### src/rtl/execute_pipe_pkg.sv
// execute_pipe_pkg: shared widths, writeback-select and state encodings, and the packed EX/MEM payload
package execute_pipe_pkg;
    localparam int XLEN  = 32;
    localparam int RD_HI = 11;
    localparam int RD_LO = 7;

    typedef enum logic [1:0] {
        WB_ALU  = 2'b00,
        WB_LOAD = 2'b01,
        WB_PC4  = 2'b10,
        WB_NONE = 2'b11
    } wb_sel_e;

    typedef enum logic [1:0] {
        ST_EMPTY = 2'b00,
        ST_FULL  = 2'b01,
        ST_SKID  = 2'b10
    } state_e;

    typedef struct packed {
        logic            load;
        logic            store;
        logic            next_sel;
        logic [1:0]      mem_to_reg;
        logic [XLEN-1:0] alu_result;
        logic [XLEN-1:0] store_data;
        logic [XLEN-1:0] pre_address;
        logic [XLEN-1:0] instruction;
    } payload_t;

    localparam int PAYLOAD_W = $bits(payload_t);
endpackage

### src/rtl/execute_pipe_if.sv
// execute_pipe_if: valid/ready stage bus carrying one EX/MEM instruction
//   master drives valid and payload, slave drives ready
interface execute_pipe_if;
    import execute_pipe_pkg::*;
    logic            valid;
    logic            ready;
    logic            load;
    logic            store;
    logic            next_sel;
    logic [1:0]      mem_to_reg;
    logic [XLEN-1:0] alu_result;
    logic [XLEN-1:0] store_data;
    logic [XLEN-1:0] pre_address;
    logic [XLEN-1:0] instruction;

    modport master (
        output valid, load, store, next_sel, mem_to_reg,
               alu_result, store_data, pre_address, instruction,
        input  ready
    );
    modport slave (
        input  valid, load, store, next_sel, mem_to_reg,
               alu_result, store_data, pre_address, instruction,
        output ready
    );
endinterface

### src/rtl/execute_pipe_skid_entry.sv
// pipe_skid_entry: W-bit payload register with load enable, cleared by async active-low reset
//   clk, rst_n : clock, async active-low reset
//   en         : capture d on the rising edge
//   d / q      : payload in / held payload
module pipe_skid_entry #(
    parameter int W = 8
) (
    input  logic         clk,
    input  logic         rst_n,
    input  logic         en,
    input  logic [W-1:0] d,
    output logic [W-1:0] q
);
    always_ff @(posedge clk or negedge rst_n)
        if (!rst_n)
            q <= '0;
        else if (en)
            q <= d;
endmodule

### src/rtl/execute_pipe.sv
// execute_pipe: EX/MEM pipeline register with one-entry skid buffer and EX/MEM forwarding taps
//   clk, rst_n  : clock, async active-low reset
//   flush       : synchronous kill of all held entries (redirect)
//   ex_if       : slave side toward EX; ex_if.ready is the registered in_ready
//   mem_if      : master side toward MEM; carries the head (main) entry
//   fwd_rd/we/data/is_load : head destination and value for forwarding / load-use stall
module execute_pipe
    import execute_pipe_pkg::*;
(
    input  logic                  clk,
    input  logic                  rst_n,
    input  logic                  flush,
    execute_pipe_if.slave         ex_if,
    execute_pipe_if.master        mem_if,
    output logic [RD_HI-RD_LO:0]  fwd_rd,
    output logic                  fwd_we,
    output logic [XLEN-1:0]       fwd_data,
    output logic                  fwd_is_load
);
    state_e   state_q, state_d;
    logic     in_ready_q, in_ready_d;
    logic     accept, pop, main_en, skid_en, main_from_skid;
    payload_t in_p, main_d, main_q, skid_q;

    assign in_p = '{
        load:        ex_if.load,
        store:       ex_if.store,
        next_sel:    ex_if.next_sel,
        mem_to_reg:  ex_if.mem_to_reg,
        alu_result:  ex_if.alu_result,
        store_data:  ex_if.store_data,
        pre_address: ex_if.pre_address,
        instruction: ex_if.instruction
    };

    assign accept = ex_if.valid & in_ready_q;
    assign pop    = mem_if.valid & mem_if.ready;

    always_comb begin
        state_d        = state_q;
        main_en        = 1'b0;
        skid_en        = 1'b0;
        main_from_skid = 1'b0;
        case (state_q)
            ST_EMPTY: if (accept) begin
                state_d = ST_FULL;
                main_en = 1'b1;
            end
            ST_FULL: if (accept && pop) begin
                main_en = 1'b1;
            end else if (accept) begin
                state_d = ST_SKID;
                skid_en = 1'b1;
            end else if (pop) begin
                state_d = ST_EMPTY;
            end
            ST_SKID: if (pop) begin
                state_d        = ST_FULL;
                main_en        = 1'b1;
                main_from_skid = 1'b1;
            end
            default: state_d = ST_EMPTY;
        endcase
        // Redirect wins over everything; an accept in this cycle is dropped.
        if (flush) begin
            state_d = ST_EMPTY;
            main_en = 1'b0;
            skid_en = 1'b0;
        end
        in_ready_d = (state_d != ST_SKID);
    end

    always_ff @(posedge clk or negedge rst_n)
        if (!rst_n) begin
            state_q    <= ST_EMPTY;
            in_ready_q <= 1'b1;
        end else begin
            state_q    <= state_d;
            in_ready_q <= in_ready_d;
        end

    assign main_d = main_from_skid ? skid_q : in_p;

    pipe_skid_entry #(.W(PAYLOAD_W)) u_main (
        .clk   (clk),
        .rst_n (rst_n),
        .en    (main_en),
        .d     (main_d),
        .q     (main_q)
    );

    pipe_skid_entry #(.W(PAYLOAD_W)) u_skid (
        .clk   (clk),
        .rst_n (rst_n),
        .en    (skid_en),
        .d     (in_p),
        .q     (skid_q)
    );

    assign ex_if.ready        = in_ready_q;
    assign mem_if.valid       = (state_q != ST_EMPTY);
    assign mem_if.load        = main_q.load;
    assign mem_if.store       = main_q.store;
    assign mem_if.next_sel    = main_q.next_sel;
    assign mem_if.mem_to_reg  = main_q.mem_to_reg;
    assign mem_if.alu_result  = main_q.alu_result;
    assign mem_if.store_data  = main_q.store_data;
    assign mem_if.pre_address = main_q.pre_address;
    assign mem_if.instruction = main_q.instruction;

    // Only the head is forwarded; while the skid entry is occupied in_ready is low and ID stalls.
    assign fwd_rd      = main_q.instruction[RD_HI:RD_LO];
    assign fwd_we      = mem_if.valid && (fwd_rd != '0) && (main_q.mem_to_reg != WB_NONE) && !main_q.store;
    assign fwd_data    = (main_q.mem_to_reg == WB_PC4) ? main_q.pre_address : main_q.alu_result;
    assign fwd_is_load = mem_if.valid && (main_q.mem_to_reg == WB_LOAD);
endmodule

### src/flat_wrapper.sv
// flat-port wrapper written by rule: the top's interface ports become plain ports
module execute_pipe_flat import execute_pipe_pkg::*;
  (clk, rst_n, flush, fwd_rd, fwd_we, fwd_data, fwd_is_load, ex_if_valid, ex_if_load, ex_if_store, ex_if_next_sel, ex_if_mem_to_reg, ex_if_alu_result, ex_if_store_data, ex_if_pre_address, ex_if_instruction, ex_if_ready, mem_if_valid, mem_if_load, mem_if_store, mem_if_next_sel, mem_if_mem_to_reg, mem_if_alu_result, mem_if_store_data, mem_if_pre_address, mem_if_instruction, mem_if_ready);
  execute_pipe_if ex_if_i ();
  execute_pipe_if mem_if_i ();
  input  logic clk;
  input  logic rst_n;
  input  logic flush;
  output logic [RD_HI-RD_LO:0] fwd_rd;
  output logic fwd_we;
  output logic [XLEN-1:0] fwd_data;
  output logic fwd_is_load;
  input wire logic [$bits(ex_if_i.valid)-1:0] ex_if_valid;
  input wire logic [$bits(ex_if_i.load)-1:0] ex_if_load;
  input wire logic [$bits(ex_if_i.store)-1:0] ex_if_store;
  input wire logic [$bits(ex_if_i.next_sel)-1:0] ex_if_next_sel;
  input wire logic [$bits(ex_if_i.mem_to_reg)-1:0] ex_if_mem_to_reg;
  input wire logic [$bits(ex_if_i.alu_result)-1:0] ex_if_alu_result;
  input wire logic [$bits(ex_if_i.store_data)-1:0] ex_if_store_data;
  input wire logic [$bits(ex_if_i.pre_address)-1:0] ex_if_pre_address;
  input wire logic [$bits(ex_if_i.instruction)-1:0] ex_if_instruction;
  output wire logic [$bits(ex_if_i.ready)-1:0] ex_if_ready;
  output wire logic [$bits(mem_if_i.valid)-1:0] mem_if_valid;
  output wire logic [$bits(mem_if_i.load)-1:0] mem_if_load;
  output wire logic [$bits(mem_if_i.store)-1:0] mem_if_store;
  output wire logic [$bits(mem_if_i.next_sel)-1:0] mem_if_next_sel;
  output wire logic [$bits(mem_if_i.mem_to_reg)-1:0] mem_if_mem_to_reg;
  output wire logic [$bits(mem_if_i.alu_result)-1:0] mem_if_alu_result;
  output wire logic [$bits(mem_if_i.store_data)-1:0] mem_if_store_data;
  output wire logic [$bits(mem_if_i.pre_address)-1:0] mem_if_pre_address;
  output wire logic [$bits(mem_if_i.instruction)-1:0] mem_if_instruction;
  input wire logic [$bits(mem_if_i.ready)-1:0] mem_if_ready;
  assign ex_if_i.valid = ex_if_valid;
  assign ex_if_i.load = ex_if_load;
  assign ex_if_i.store = ex_if_store;
  assign ex_if_i.next_sel = ex_if_next_sel;
  assign ex_if_i.mem_to_reg = ex_if_mem_to_reg;
  assign ex_if_i.alu_result = ex_if_alu_result;
  assign ex_if_i.store_data = ex_if_store_data;
  assign ex_if_i.pre_address = ex_if_pre_address;
  assign ex_if_i.instruction = ex_if_instruction;
  assign ex_if_ready = ex_if_i.ready;
  assign mem_if_valid = mem_if_i.valid;
  assign mem_if_load = mem_if_i.load;
  assign mem_if_store = mem_if_i.store;
  assign mem_if_next_sel = mem_if_i.next_sel;
  assign mem_if_mem_to_reg = mem_if_i.mem_to_reg;
  assign mem_if_alu_result = mem_if_i.alu_result;
  assign mem_if_store_data = mem_if_i.store_data;
  assign mem_if_pre_address = mem_if_i.pre_address;
  assign mem_if_instruction = mem_if_i.instruction;
  assign mem_if_i.ready = mem_if_ready;
  execute_pipe u_core (.clk(clk), .rst_n(rst_n), .flush(flush), .ex_if(ex_if_i), .mem_if(mem_if_i), .fwd_rd(fwd_rd), .fwd_we(fwd_we), .fwd_data(fwd_data), .fwd_is_load(fwd_is_load));
endmodule
### config.mk
export PLATFORM = sky130hd
export DESIGN_NAME = execute_pipe_flat
export DESIGN_NICKNAME = d
export VERILOG_FILES = /design/src/rtl/execute_pipe_pkg.sv /design/src/rtl/execute_pipe_if.sv /design/src/rtl/execute_pipe_skid_entry.sv /design/src/rtl/execute_pipe.sv /design/src/flat_wrapper.sv
export SDC_FILE = /design/constraint.sdc
export NUM_CORES = 1
export LEC_CHECK = 0
export ABC_CLOCK_PERIOD_IN_PS = 6100
export CAP_MARGIN = 0
export CORE_MARGIN = 2
export CORE_UTILIZATION = 40
export DETAILED_ROUTE_END_ITERATION = 8
export PLACE_DENSITY_LB_ADDON = 0.08
export SYNTH_ARGS = -nofsm -noshare
export SYNTH_HDL_FRONTEND = slang
export SYNTH_HIERARCHICAL = 1
export SYNTH_SLANG_ARGS = --single-unit
### constraint.sdc
create_clock -name clk -period 6.1 [get_ports clk]
set_input_delay 1.22 -clock clk [delete_from_list [all_inputs] [get_ports clk]]
set_output_delay 1.22 -clock clk [all_outputs]
set_load 0.05 [all_outputs]
Word level (Yosys, flattened, before mapping)
Cells that the tools add are included.
Cells by class
  reduce and logical (&&, ||, !) cells: 9
  eq/ne operators: 6
  multiplexer cells: 18
  multipliers: 0
  divide/modulo/power cells: 0
  magnitude comparators: 0
  add/sub/neg operators: 0
  bitwise operators: 2
  shift operators: 0
Operators by type and width (count)
  2-to-1 mux 133 bit: 1
  2-to-1 mux 32 bit: 1
  2-to-1 mux 2 bit: 6
  2-to-1 mux 1 bit: 8
  one-hot mux 2 bit (3 select lines): 1
  logical AND 1 bit: 5
  nonzero test 5 bit: 1
  == test 2 x 1 -> 1 bit (second input constant): 2
  == test 2 bit (second input constant): 2
  != test 2 bit (second input constant): 2
  one-hot mux 1 bit (3 select lines): 1
  bitwise AND 1 bit: 2
  zero test 2 bit: 1
  nonzero test 2 bit: 1
  zero test 1 bit: 1
Storage, ports and cells
  bits in read-only memories: 0
  memories kept: 0
  bits in registers: 269
  RAM bits: 0
  bits in latches: 0
  output and inout bits: 174

Logic depth before layout (Yosys ltp)
Gate-level depths: netlist (run 1).
  word-level depth: 8
  gate-level depth with buffers: 9
  mapped depth without buffers: 4

Modules after synthesis
Netlist (run 1), hierarchy kept.
Modules (own cells, without submodules)
  pipe_skid_entry: sequential area each 3328.2 µm², cells an instance 281, times used 2, area an instance 5220.0 µm²
  execute_pipe: sequential area each 76.3 µm², cells an instance 212, times used 1, area an instance 2403.6 µm²

Worst setup path before layout (run 1)
OpenSTA, ideal clock, no wires.
  kind: reg2out
  from: reg u_core.u_main.q[7]
  to: out fwd_we
  data required time: 4.880 ns
  path buffers: 0
  cell stages (with the launch flop): 4
  arrival: 3.318 ns
  path slack: 1.562 ns
  cell sequence: dfrtp_1 > or4_1 > nor2_1 > a2111oi_0
On the way
  cells in the longest elaborated chain, start to end: 4
Ends and longest elaborated chain
  start: declaration: line execute_pipe_skid_entry.sv:12  | output logic [W-1:0] q
  start signal: assignment: line execute_pipe_skid_entry.sv:16  | q <= '0;
  start signal: assignment: line execute_pipe_skid_entry.sv:18  | q <= d;
  nonzero test 5 bit: line execute_pipe.sv:113  | assign fwd_we = mem_if.valid && (fwd_rd != '0) && (main_q.mem_to_reg != WB_NONE) && !main_q.store;
  logical AND 1 bit (3 in a row): line execute_pipe.sv:113
  end: declaration: line flat_wrapper.sv:10  | output logic fwd_we;
Every way passes these cells.

Worst setup path in the final report (run 1)
  from: reg u_core.u_main.q[128]
  to: out fwd_data[29]
On the way
  cells in the longest elaborated chain, start to end: 2
Ends and longest elaborated chain
  == test 2 bit: line execute_pipe.sv:114  | assign fwd_data = (main_q.mem_to_reg == WB_PC4) ? main_q.pre_address : main_q.alu_result;
  2-to-1 mux 32 bit: line execute_pipe.sv:114
  end: declaration: line flat_wrapper.sv:11  | output logic [XLEN-1:0] fwd_data;
Every way passes these cells.

==> reports/results.tsv, run 1 <==
stage	metric	value	unit
global_route	gr busiest metal	met2	
synth	mean area per synthesized cell	16.59	µm²
global_route	initial antenna violation count	5	
global_route	first-pass GRT wire length	46750	µm
route	drt pass-1 iters	4	
timing	RSZ-0062 raised after global routing	false	
finish	Layout Cells excl Fill	1503	
setup_path	WS Path Type	reg2out	
floorplan	IO Pins	312	
global_route	global route total overflow	0	
placement	detailed-placement wirelength estimate	18770	µm
status	status	complete, no violations	
clocking	CTS tree	yes	
route	drt drc	0	
global_route	Global Route Usage Sum	17.67	%
synth	flop and latch count out of synthesis	269	
synth	top cell type's share of synthesized area	52.22	%
setup_path	CP Buf/Inv Count	1	
setup_path	Worst EP arrival	3050	ps
timing	Final Slew Violations	0	
clocking	clk sinks	269	
synth	Synth Net Count	912	
timing	Setup TNS	0	ps
setup_path	slowest CP cell	nor2b_4	
synth	Post-synth top cells	dfrtp_1, mux2_2, mux2_4, buf_2, buf_6	
setup_path	crit end category	output pin	
route	final WL	29650	µm
finish	area grow syn2layout	34.54	%
timing	Tmin final	4266	ps
clocking	Root Driver	clkbuf_16	
timing	slew margin rel.	20.11	%
setup_path	Worst Setup Start Kind	flip-flop	
floorplan	row cnt	65	
clocking	CTS Hold Buffers Added	0	
timing	Final setup viols	0	
route	initial DRC count	306	
route	Vias	7460	
setup_path	R2R depth	5	
finish	area of the multi-input gates	5712	µm²
route	Via density	4.963	
timing	post-route clock period utilization	69.94	%
global_route	Global Route met3 Usage	6.176	%
clocking	Max Buffers Root-to-Sink	3	
timing	skew final	10.88	ps
finish	Layout fillers	2660	
pwr	Peak VDD IR	0.0002106	V
route	Antenna Nets Post-Route	0	
worst_hold_path	Hold Path Class	reg2reg	
synth	Synth warnings	6	
floorplan	Die Wd	183.2	µm
clocking	cts repair resizes	0	
worst_hold_path	Hold Crit Depth	1	
placement	placed cells	1441	
timing	Worst-Margin Slew	1196	ps
synth	largest cells by area after synthesis	dfrtp_1, mux2_4, mux2_2	
floorplan	CORE AREA	31560	µm²
synth	post-synthesis sequential area ratio	52.42	%
clocking	Worst-path clk slew	50	ps
clocking	Clock Latency Late Sink	490	ps
setup_path	R2R setup slack	3220	ps
pwr	power per standard cell area	408.2	nW/µm²
synth	Yosys top cell by area	dfrtp_1	
synth	synthesized area	12840	µm²
pwr	Static Leak	7.525	nW
global_route	vias in the first global route	7948	
finish	share of layout cells above drive strength 1	44.40	%
timing	Hold Fails Final Rpt	0	
floorplan	DIE HEIGHT	183.2	µm
global_route	GR Util met1	24.48	%
floorplan	Starting Density	40.70	%
finish	nets	1213	
synth	asr flop ratio synth	100.0	%
clocking	Max H-tree Level	2	
route	WL/cell	19.73	µm
finish	utilization after layout	54.76	%
setup_path	Top delay family on crit path	simple AND/OR/NAND/NOR gates	
synth	Synth Instances	774	
synth	Synth cell types	25	
timing	Fmax achieved	0.2344	GHz
setup_path	Crit path depth	3	
setup_path	max incr delay on CP	940	ps
clocking	Num CTS Buffers	34	
synth	number of flops mapped to enable cells by yosys	0	
clocking	postcts setup bufs	0	
setup_path	Crit Path Max Fanout	32	
global_route	largest net degree at the start of global routing	141	
placement	Placer Congestion	0.6895	
synth	prevailing post-synth register cell	dfrtp_1	
setup_path	worst path required time	4880	ps
setup_path	CP Cell Sequence	nor2b_4, mux2_2, clkdlybuf4s50_1	
global_route	GRT met2 Usage	26.59	%
placement	port bufs	311	
synth	count leader, synth	dfrtp_1	
run	Max-Cap Viols	0	
finish	register area	6733	µm²
floorplan	DIE AREA	33560	µm²
## worst register-to-register path: cells and delay by family (launching register included)
family / cells / cell delay (ps)
compound gates: 1 / 480
buf+inv: 2 / 830
flops: 1 / 400
mux: 1 / 620
simple gates: 1 / 430
## routing by layer
metal | up-vias | part of all wire (%)
met4 | 4 | 1.8
met5 | - | 0.084
met3 | 43 | 7.9
met2 | 216 | 44
met1 | 3803 | 46
li1 | 3394 | -
## final timing paths
path / from / to
max reg2reg: u_core/state_q[0]$_DFF_PN0_ / u_core/u_main/q[36]$_DFFE_PN0P_
max: u_core/u_main/q[128]$_DFFE_PN0P_ / fwd_data[29]
min reg2reg: u_core/u_skid/q[11]$_DFFE_PN0P_ / u_core/u_skid/q[11]$_DFFE_PN0P_
max in group asynchronous: rst_n / u_core/u_skid/q[99]$_DFFE_PN0P_
min in group asynchronous: rst_n / u_core/u_skid/q[57]$_DFFE_PN0P_
min: u_core/u_skid/q[11]$_DFFE_PN0P_ / u_core/u_skid/q[11]$_DFFE_PN0P_
## cell usage in the layout (no fill, tap or decap)
| cell | instances |
|---|---|
| or4_1 | 1 |
| inv_1 | 2 |
| o2bb2ai_1 | 1 |
| buf_8 | 1 |
| mux2_4 | 188 |
| a21oi_4 | 1 |
| mux2_1 | 2 |
| and3b_1 | 1 |
| clkbuf_16 | 37 |
| and3_4 | 1 |
| a31o_2 | 1 |
| clkbuf_8 | 4 |
| diode_2 | 2 |
| buf_4 | 4 |
| bufinv_16 | 2 |
| dfrtp_1 | 268 |
| nand2_1 | 2 |
| nor3b_1 | 1 |
| clkbuf_1 | 15 |
| dfstp_2 | 1 |
| inv_6 | 1 |
| clkdlybuf4s50_1 | 310 |
| buf_12 | 3 |
| clkinv_2 | 1 |
| a31oi_1 | 1 |
| a2111oi_0 | 1 |
| nor2_1 | 4 |
| xor2_1 | 1 |
| nand2b_1 | 1 |
| nor2b_4 | 1 |
| nand3_4 | 1 |
| mux2_2 | 241 |
## report_power, final
| part | switching [mW] | internal (mW) | total (mW) |
|---|---|---|---|
| combinational | 1.38 | 1.15 | 2.53 |
| clock | 0.733 | 1.24 | 1.98 |
| sequential | 0.292 | 2.26 | 2.55 |
## per-stage QoR
stage | hold slack (ps) | power (mW) | setup slack [ps] | area, µm²
2_1_floorplan | 476.6 | 4.264 | 1562 | 12840
3_3_place_gp | 485.0 | 5.085 | 2038 | 16160
3_5_place_dp | 491.6 | 5.116 | 2022 | 16160
4_1_cts | 503.9 | 7.154 | 1750 | 17270
5_1_grt | 510.3 | 7.380 | 1676 | 17270
6_report | 500.2 | 7.053 | 1834 | 17280
## cells by family after synthesis
group	share of synthesized area (%)
muxes	43.28
DFF	52.42
buffers and inverters	3.351
and+or+nand+nor	0.5847
AOI/OAI and AO/OA	0.2923
xor gates and xnor gates	0.06821
## layout make-up
type	count	share of cell area, %
multi-input combinational	450	33.06
tap	402	2.911
clock buffer	56	6.003
clock inverter	4	0.4272
timing repair buffer	318	18.57
inverter	2	0.04345
antenna	2	0.02896
sequential	269	38.96
## sequential cells by signal, indices dropped and copies added (netlist names)
signal / count
u_core/ex_if.ready: 1
u_core/state_q: 2
u_core/u_main/q: 133
u_core/u_skid/q: 133
Power figures use the tool's default switching activity.
==> inputs of run 2 (changes only) <==
--- a/config.mk
+++ b/config.mk
@@ -5,7 +5,7 @@
 export SDC_FILE = /design/constraint.sdc
 export NUM_CORES = 1
 export LEC_CHECK = 0
-export ABC_CLOCK_PERIOD_IN_PS = 6100
+export ABC_CLOCK_PERIOD_IN_PS = 4100
 export CAP_MARGIN = 0
 export CORE_MARGIN = 2
 export CORE_UTILIZATION = 40
==> constraint.sdc (replaced) <==
create_clock -name clk -period 4.1 [get_ports clk]
set_input_delay 0.82 -clock clk [delete_from_list [all_inputs] [get_ports clk]]
set_output_delay 0.82 -clock clk [all_outputs]
set_load 0.05 [all_outputs]
==> run 2 against run 1 <==
Effect of this change: sequential share of layout area decreased by 0.40 points; critical path depth is 1 higher; cell count grew 0.20%; sequential cell count is the same; setup slack worse by 1400 ps; cell area is 1.0% higher; non-clock buffer count increased by 8; global-route usage rose by 0.11 points; critical endpoint is now fwd_data[10]; largest power group unchanged.
==> reports/results.tsv, run 2 (same netlist as run 1, synthesis figures left out) <==
stage	metric	value	unit
status	status	complete, no violations	
pwr	Sw Ratio	33.71	%
setup_path	R2R setup slack	1840	ps
clocking	Max Buffers Root-to-Sink	3	
route	drt drc	0	
route	initial DRC count	289	
setup_path	Worst EP arrival	2890	ps
floorplan	row cnt	65	
finish	nets	1218	
global_route	first-pass GRT wire length	47160	µm
clocking	Root Driver	clkbuf_16	
setup_path	worst path required time	3280	ps
timing	Fmax achieved	0.2695	GHz
route	Antenna Nets Post-Route	0	
clocking	Max H-tree Level	1	
clocking	CTS Hold Buffers Added	0	
global_route	largest net degree at the start of global routing	135	
finish	area of the multi-input gates	5713	µm²
run	Max-Cap Viols	0	
clocking	postcts setup bufs	0	
route	Vias	7430	
placement	Placer Congestion	0.7247	
timing	slew margin rel.	34.44	%
timing	final worst setup slack	389.1	ps
global_route	initial antenna violation count	3	
finish	register area	6733	µm²
timing	Setup TNS	0	ps
floorplan	DIE AREA	33560	µm²
pwr	internal power	7.033	mW
setup_path	Worst Setup Start Kind	flip-flop	
timing	Hold Fails Final Rpt	0	
clocking	Worst-path clk slew	60	ps
route	drt pass-1 iters	4	
pwr	Clock Power Share	28.6	%
timing	skew final	8.007	ps
pwr	total design power	10.61	mW
setup_path	WS Path Type	reg2out	
finish	Layout fillers	2611	
placement	Place WS	914.3	ps
floorplan	CORE AREA	31560	µm²
worst_hold_path	Hold Path Class	in2async	
placement	port bufs	311	
finish	share of layout cells above drive strength 1	45.64	%
route	WL/cell	19.79	µm
floorplan	IO Pins	312	
finish	top flop regs	u_core/u_main/q x133, u_core/u_skid/q x133, u_core/state_q x2	
timing	Tmin final	3711	ps
pwr	combinational fraction of design power	35.5	%
setup_path	Crit Path Max Fanout	17	
floorplan	DIE HEIGHT	183.2	µm
clocking	cts repair resizes	0	
global_route	global route total overflow	0	
pwr	Peak VDD IR	0.0003257	V
setup_path	reg2reg start	u_core/ex_if.ready$_DFF_PN1_	
clocking	Clock Latency Late Sink	550	ps
finish	utilization after layout	55.32	%
finish	commonest non-fill, non-tap cells in the layout	clkdlybuf4s50_1, dfrtp_1, mux2_2	
global_route	Global Route Usage Sum	17.79	%
pwr	Flop pwr share	35.8	%
setup_path	crit end category	output pin	
finish	most common cell after layout, fill and taps aside	clkdlybuf4s50_1	
pwr	Sw Pwr	3.577	mW
floorplan	Starting Density	40.70	%
timing	Final setup viols	0	
clocking	clk sinks	269	
floorplan	Die Wd	183.2	µm
timing	RSZ-0062 raised after global routing	false	
clocking	Num CTS Buffers	31	
pwr	Static Leak	7.617	nW
clocking	CTS tree	yes	
route	final WL	29810	µm
placement	detailed-placement wirelength estimate	19300	µm
route	Via density	4.934	
pwr	power per standard cell area	607.8	nW/µm²
finish	area grow syn2layout	35.92	%
timing	Worst-Margin Slew	983.4	ps
setup_path	CP Launch Point	u_core/u_main/q[129]$_DFFE_PN0P_	
global_route	vias in the first global route	7963	
timing	post-route clock period utilization	90.51	%
timing	hold slack	269.7	ps
timing	Final Slew Violations	0	
==> run 2: cell types whose count changed in the layout (fill, tap and decap cells not counted), sizes merged <==
cell      change
clkinv        +4
clkbuf       -14
buf           +8
inv           -1
clkinvlp      +1
bufinv        +5
==> run 2: path summary, 6_finish.rpt <==
kind / endpoint / cells after the start
setup / recovery: fwd_data[10] / 4
hold reg to reg: u_core/u_skid/q[10]$_DFFE_PN0P_ / 1
max in group asynchronous: u_core/u_main/q[98]$_DFFE_PN0P_ / 2
setup reg to reg: u_core/u_main/q[5]$_DFFE_PN0P_ / 5
hold / removal: u_core/u_skid/q[68]$_DFFE_PN0P_ / 1
min in group clk: u_core/u_skid/q[10]$_DFFE_PN0P_ / 1
==> run 2: final cells by class <==
| class | count | share of cell area [%] |
|---|---|---|
| flip-flops and latches | 269 | 38.57 |
| diodes | 2 | 0.02867 |
| inverters | 2 | 0.04300 |
| repair buffers | 326 | 19.22 |
| clock buffers | 42 | 5.139 |
| multi-input cells | 450 | 32.73 |
| clock inverters | 13 | 1.390 |
| well taps | 402 | 2.881 |
==> run 2: routing by layer <==
layer | routed length, µm | track usage, % | vias to the layer above
li1 | - | - | 3411
met1 | 13970 | 25.15 | 3768
met2 | 13170 | 27.02 | 210
met4 | 605 | 3.744 | 2
met5 | 13 | 0 | -
met3 | 2049 | 5.421 | 39
==> run 2: critical path: stages, from the launching register on <==
cell and delay (ps):
dfrtp_1 410, nor2b_4 610, buf_12 250, mux2_2 350, clkdlybuf4s50_1 700
==> run 2: power groups by stage <==
stage                     combinational (mW)  sequential [mW]  clock (mW)
after floorplan                         1.62             4.72           0
after global placement                  3.76             3.83           0
after detailed placement                3.79             3.85           0
after CTS                               3.80             3.82        3.14
after global routing                    3.93             3.91        3.26
final                                   3.77             3.80        3.04
==> run 2: per-stage QoR <==
stage	area [µm²]	std cells
floorplan	12840	774
global placement	16310	1449
detailed placement	16310	1449
CTS	17450	1504
global route	17450	1504
finish	17460	1506
==> inputs of run 3 (changes only) <==
--- a/config.mk
+++ b/config.mk
@@ -5,7 +5,7 @@
 export SDC_FILE = /design/constraint.sdc
 export NUM_CORES = 1
 export LEC_CHECK = 0
-export ABC_CLOCK_PERIOD_IN_PS = 4100
+export ABC_CLOCK_PERIOD_IN_PS = 3200
 export CAP_MARGIN = 0
 export CORE_MARGIN = 2
 export CORE_UTILIZATION = 40
==> constraint.sdc (replaced) <==
create_clock -name clk -period 3.2 [get_ports clk]
set_input_delay 0.64 -clock clk [delete_from_list [all_inputs] [get_ports clk]]
set_output_delay 0.64 -clock clk [all_outputs]
set_load 0.05 [all_outputs]
==> run 3 against run 2 <==
Effect of this change: cell count barely moved; critical path depth is the same; register-to-register slack worse by 700 ps; non-clock buffer count fell by 1; largest cell class unchanged.
==> reports/results.tsv, run 3 (same netlist as run 1, synthesis figures left out) <==
stage	metric	value	unit
status	status	complete, no violations	
timing	Setup TNS	0	ps
global_route	largest net degree at the start of global routing	79	
finish	area of the multi-input gates	5718	µm²
timing	RSZ-0062 raised after global routing	false	
placement	port bufs	311	
global_route	global route total overflow	0	
floorplan	Starting Density	40.70	%
placement	placed cells	1448	
finish	most common cell after layout, fill and taps aside	clkdlybuf4s50_1	
pwr	total design power	13.15	mW
placement	detailed-placement wirelength estimate	19400	µm
floorplan	IO Pins	312	
route	WL/cell	20.00	µm
timing	Tmin final	3057	ps
timing	Hold Fails Final Rpt	0	
finish	Final Cell Area	17270	µm²
route	drt drc	0	
pwr	Sw Pwr	4.576	mW
timing	Fmax achieved	0.3271	GHz
floorplan	Die Wd	183.2	µm
clocking	Root Driver	clkbuf_16	
finish	Layout Cells excl Fill	1505	
pwr	Static Leak	7.601	nW
pwr	Peak VDD IR	0.0004688	V
setup_path	crit end category	output pin	
global_route	initial antenna violation count	5	
finish	utilization after layout	54.72	%
setup_path	Worst Setup Start Kind	flip-flop	
global_route	first-pass GRT wire length	46780	µm
pwr	combinational fraction of design power	36.0	%
clocking	Max H-tree Level	1	
timing	slew margin rel.	54.93	%
pwr	internal power	8.573	mW
finish	nets	1217	
finish	commonest non-fill, non-tap cells in the layout	clkdlybuf4s50_1, dfrtp_1, mux2_2	
clocking	CTS Hold Buffers Added	0	
setup_path	Crit Path Max Fanout	4	
placement	Place WS	445.7	ps
clocking	Max Buffers Root-to-Sink	3	
route	Vias	7395	
pwr	Flop pwr share	37.1	%
route	initial DRC count	255	
clocking	Worst-path clk slew	60	ps
timing	skew final	10.66	ps
timing	Final setup viols	0	
route	Via density	4.914	
floorplan	DIE AREA	33560	µm²
finish	area grow syn2layout	34.45	%
timing	final worst setup slack	143.1	ps
route	final WL	30090	µm
finish	share of layout cells above drive strength 1	45.64	%
placement	Post-DP Area	16280	µm²
timing	Final Slew Violations	0	
worst_hold_path	Hold Path Class	in2async	
clocking	clk sinks	269	
setup_path	Worst EP arrival	2420	ps
clocking	postcts setup bufs	0	
global_route	vias in the first global route	7900	
placement	Placer Congestion	0.7366	
finish	top flop regs	u_core/u_main/q x133, u_core/u_skid/q x133, u_core/state_q x2	
floorplan	row cnt	65	
pwr	power per standard cell area	761.5	nW/µm²
floorplan	CORE AREA	31560	µm²
setup_path	worst path required time	2560	ps
finish	register area	6733	µm²
clocking	Clock Latency Late Sink	540	ps
clocking	CTS tree	yes	
run	Max-Cap Viols	0	
finish	Layout fillers	2620	
route	drt pass-1 iters	4	
timing	post-route clock period utilization	95.53	%
pwr	Clock Power Share	26.9	%
global_route	Global Route Usage Sum	17.75	%
floorplan	DIE HEIGHT	183.2	µm
pwr	Sw Ratio	34.80	%
route	Antenna Nets Post-Route	0	
setup_path	WS Path Type	reg2out	
timing	Worst-Margin Slew	676.0	ps
timing	hold slack	88.87	ps
clocking	Num CTS Buffers	31	
-- run 3: what timing repair did --
action,4_1_cts,5_1_grt
setup endpoints to repair,29,0
endpoints found under the hold margin,0,0
resized for setup,29,0
-- run 3: power by group through the flow --
stage	clock, mW	combinational (mW)	sequential [mW]
floorplan	0	2.08	6.05
global placement	0	4.82	4.91
detailed placement	0	4.84	4.94
CTS	3.66	4.78	4.89
global route	3.80	4.95	5.01
finish	3.53	4.74	4.87
-- run 3: path summary, 6_finish.rpt --
path | startpoint | end | slack [ps] | depth (start not counted)
setup / recovery | u_core/u_main/q[10]$_DFFE_PN0P_ | fwd_we | 140 | 4
hold / removal | rst_n | u_core/u_skid/q[58]$_DFFE_PN0P_ | 90 | 1
setup reg to reg | u_core/ex_if.ready$_DFF_PN1_ | u_core/u_main/q[47]$_DFFE_PN0P_ | 1140 | 5
hold reg to reg | u_core/u_skid/q[25]$_DFFE_PN0P_ | u_core/u_skid/q[25]$_DFFE_PN0P_ | 500 | 1
max in group asynchronous | rst_n | u_core/u_main/q[23]$_DFFE_PN0P_ | 2220 | 2
min in group clk | u_core/u_skid/q[25]$_DFFE_PN0P_ | u_core/u_skid/q[25]$_DFFE_PN0P_ | 500 | 1
-- run 3: final cells by class --
cell class,instances,share of cell area [%]
tap,402,2.913
timing repair buffer,325,18.99
clock inverter,10,0.7246
clock buffer,44,5.181
multi-input combinational,450,33.11
inverter,2,0.04348
antenna,3,0.04348
sequential,269,38.99
-- run 3: critical path, cell delays in order, from the launching register on --
cell	delay [ps]
dfrtp_1	420
or4_1	510
nor2_1	150
a2111oi_2	60
clkdlybuf4s50_1	730
-- run 3: metal layers --
metal	global-route usage, %	vias to the layer above	wire length, µm
met1	24.27	3733	13730
li1	-	3408	-
met4	3.392	4	493
met5	0	-	31
met3	6.116	41	2347
met2	27.58	209	13500
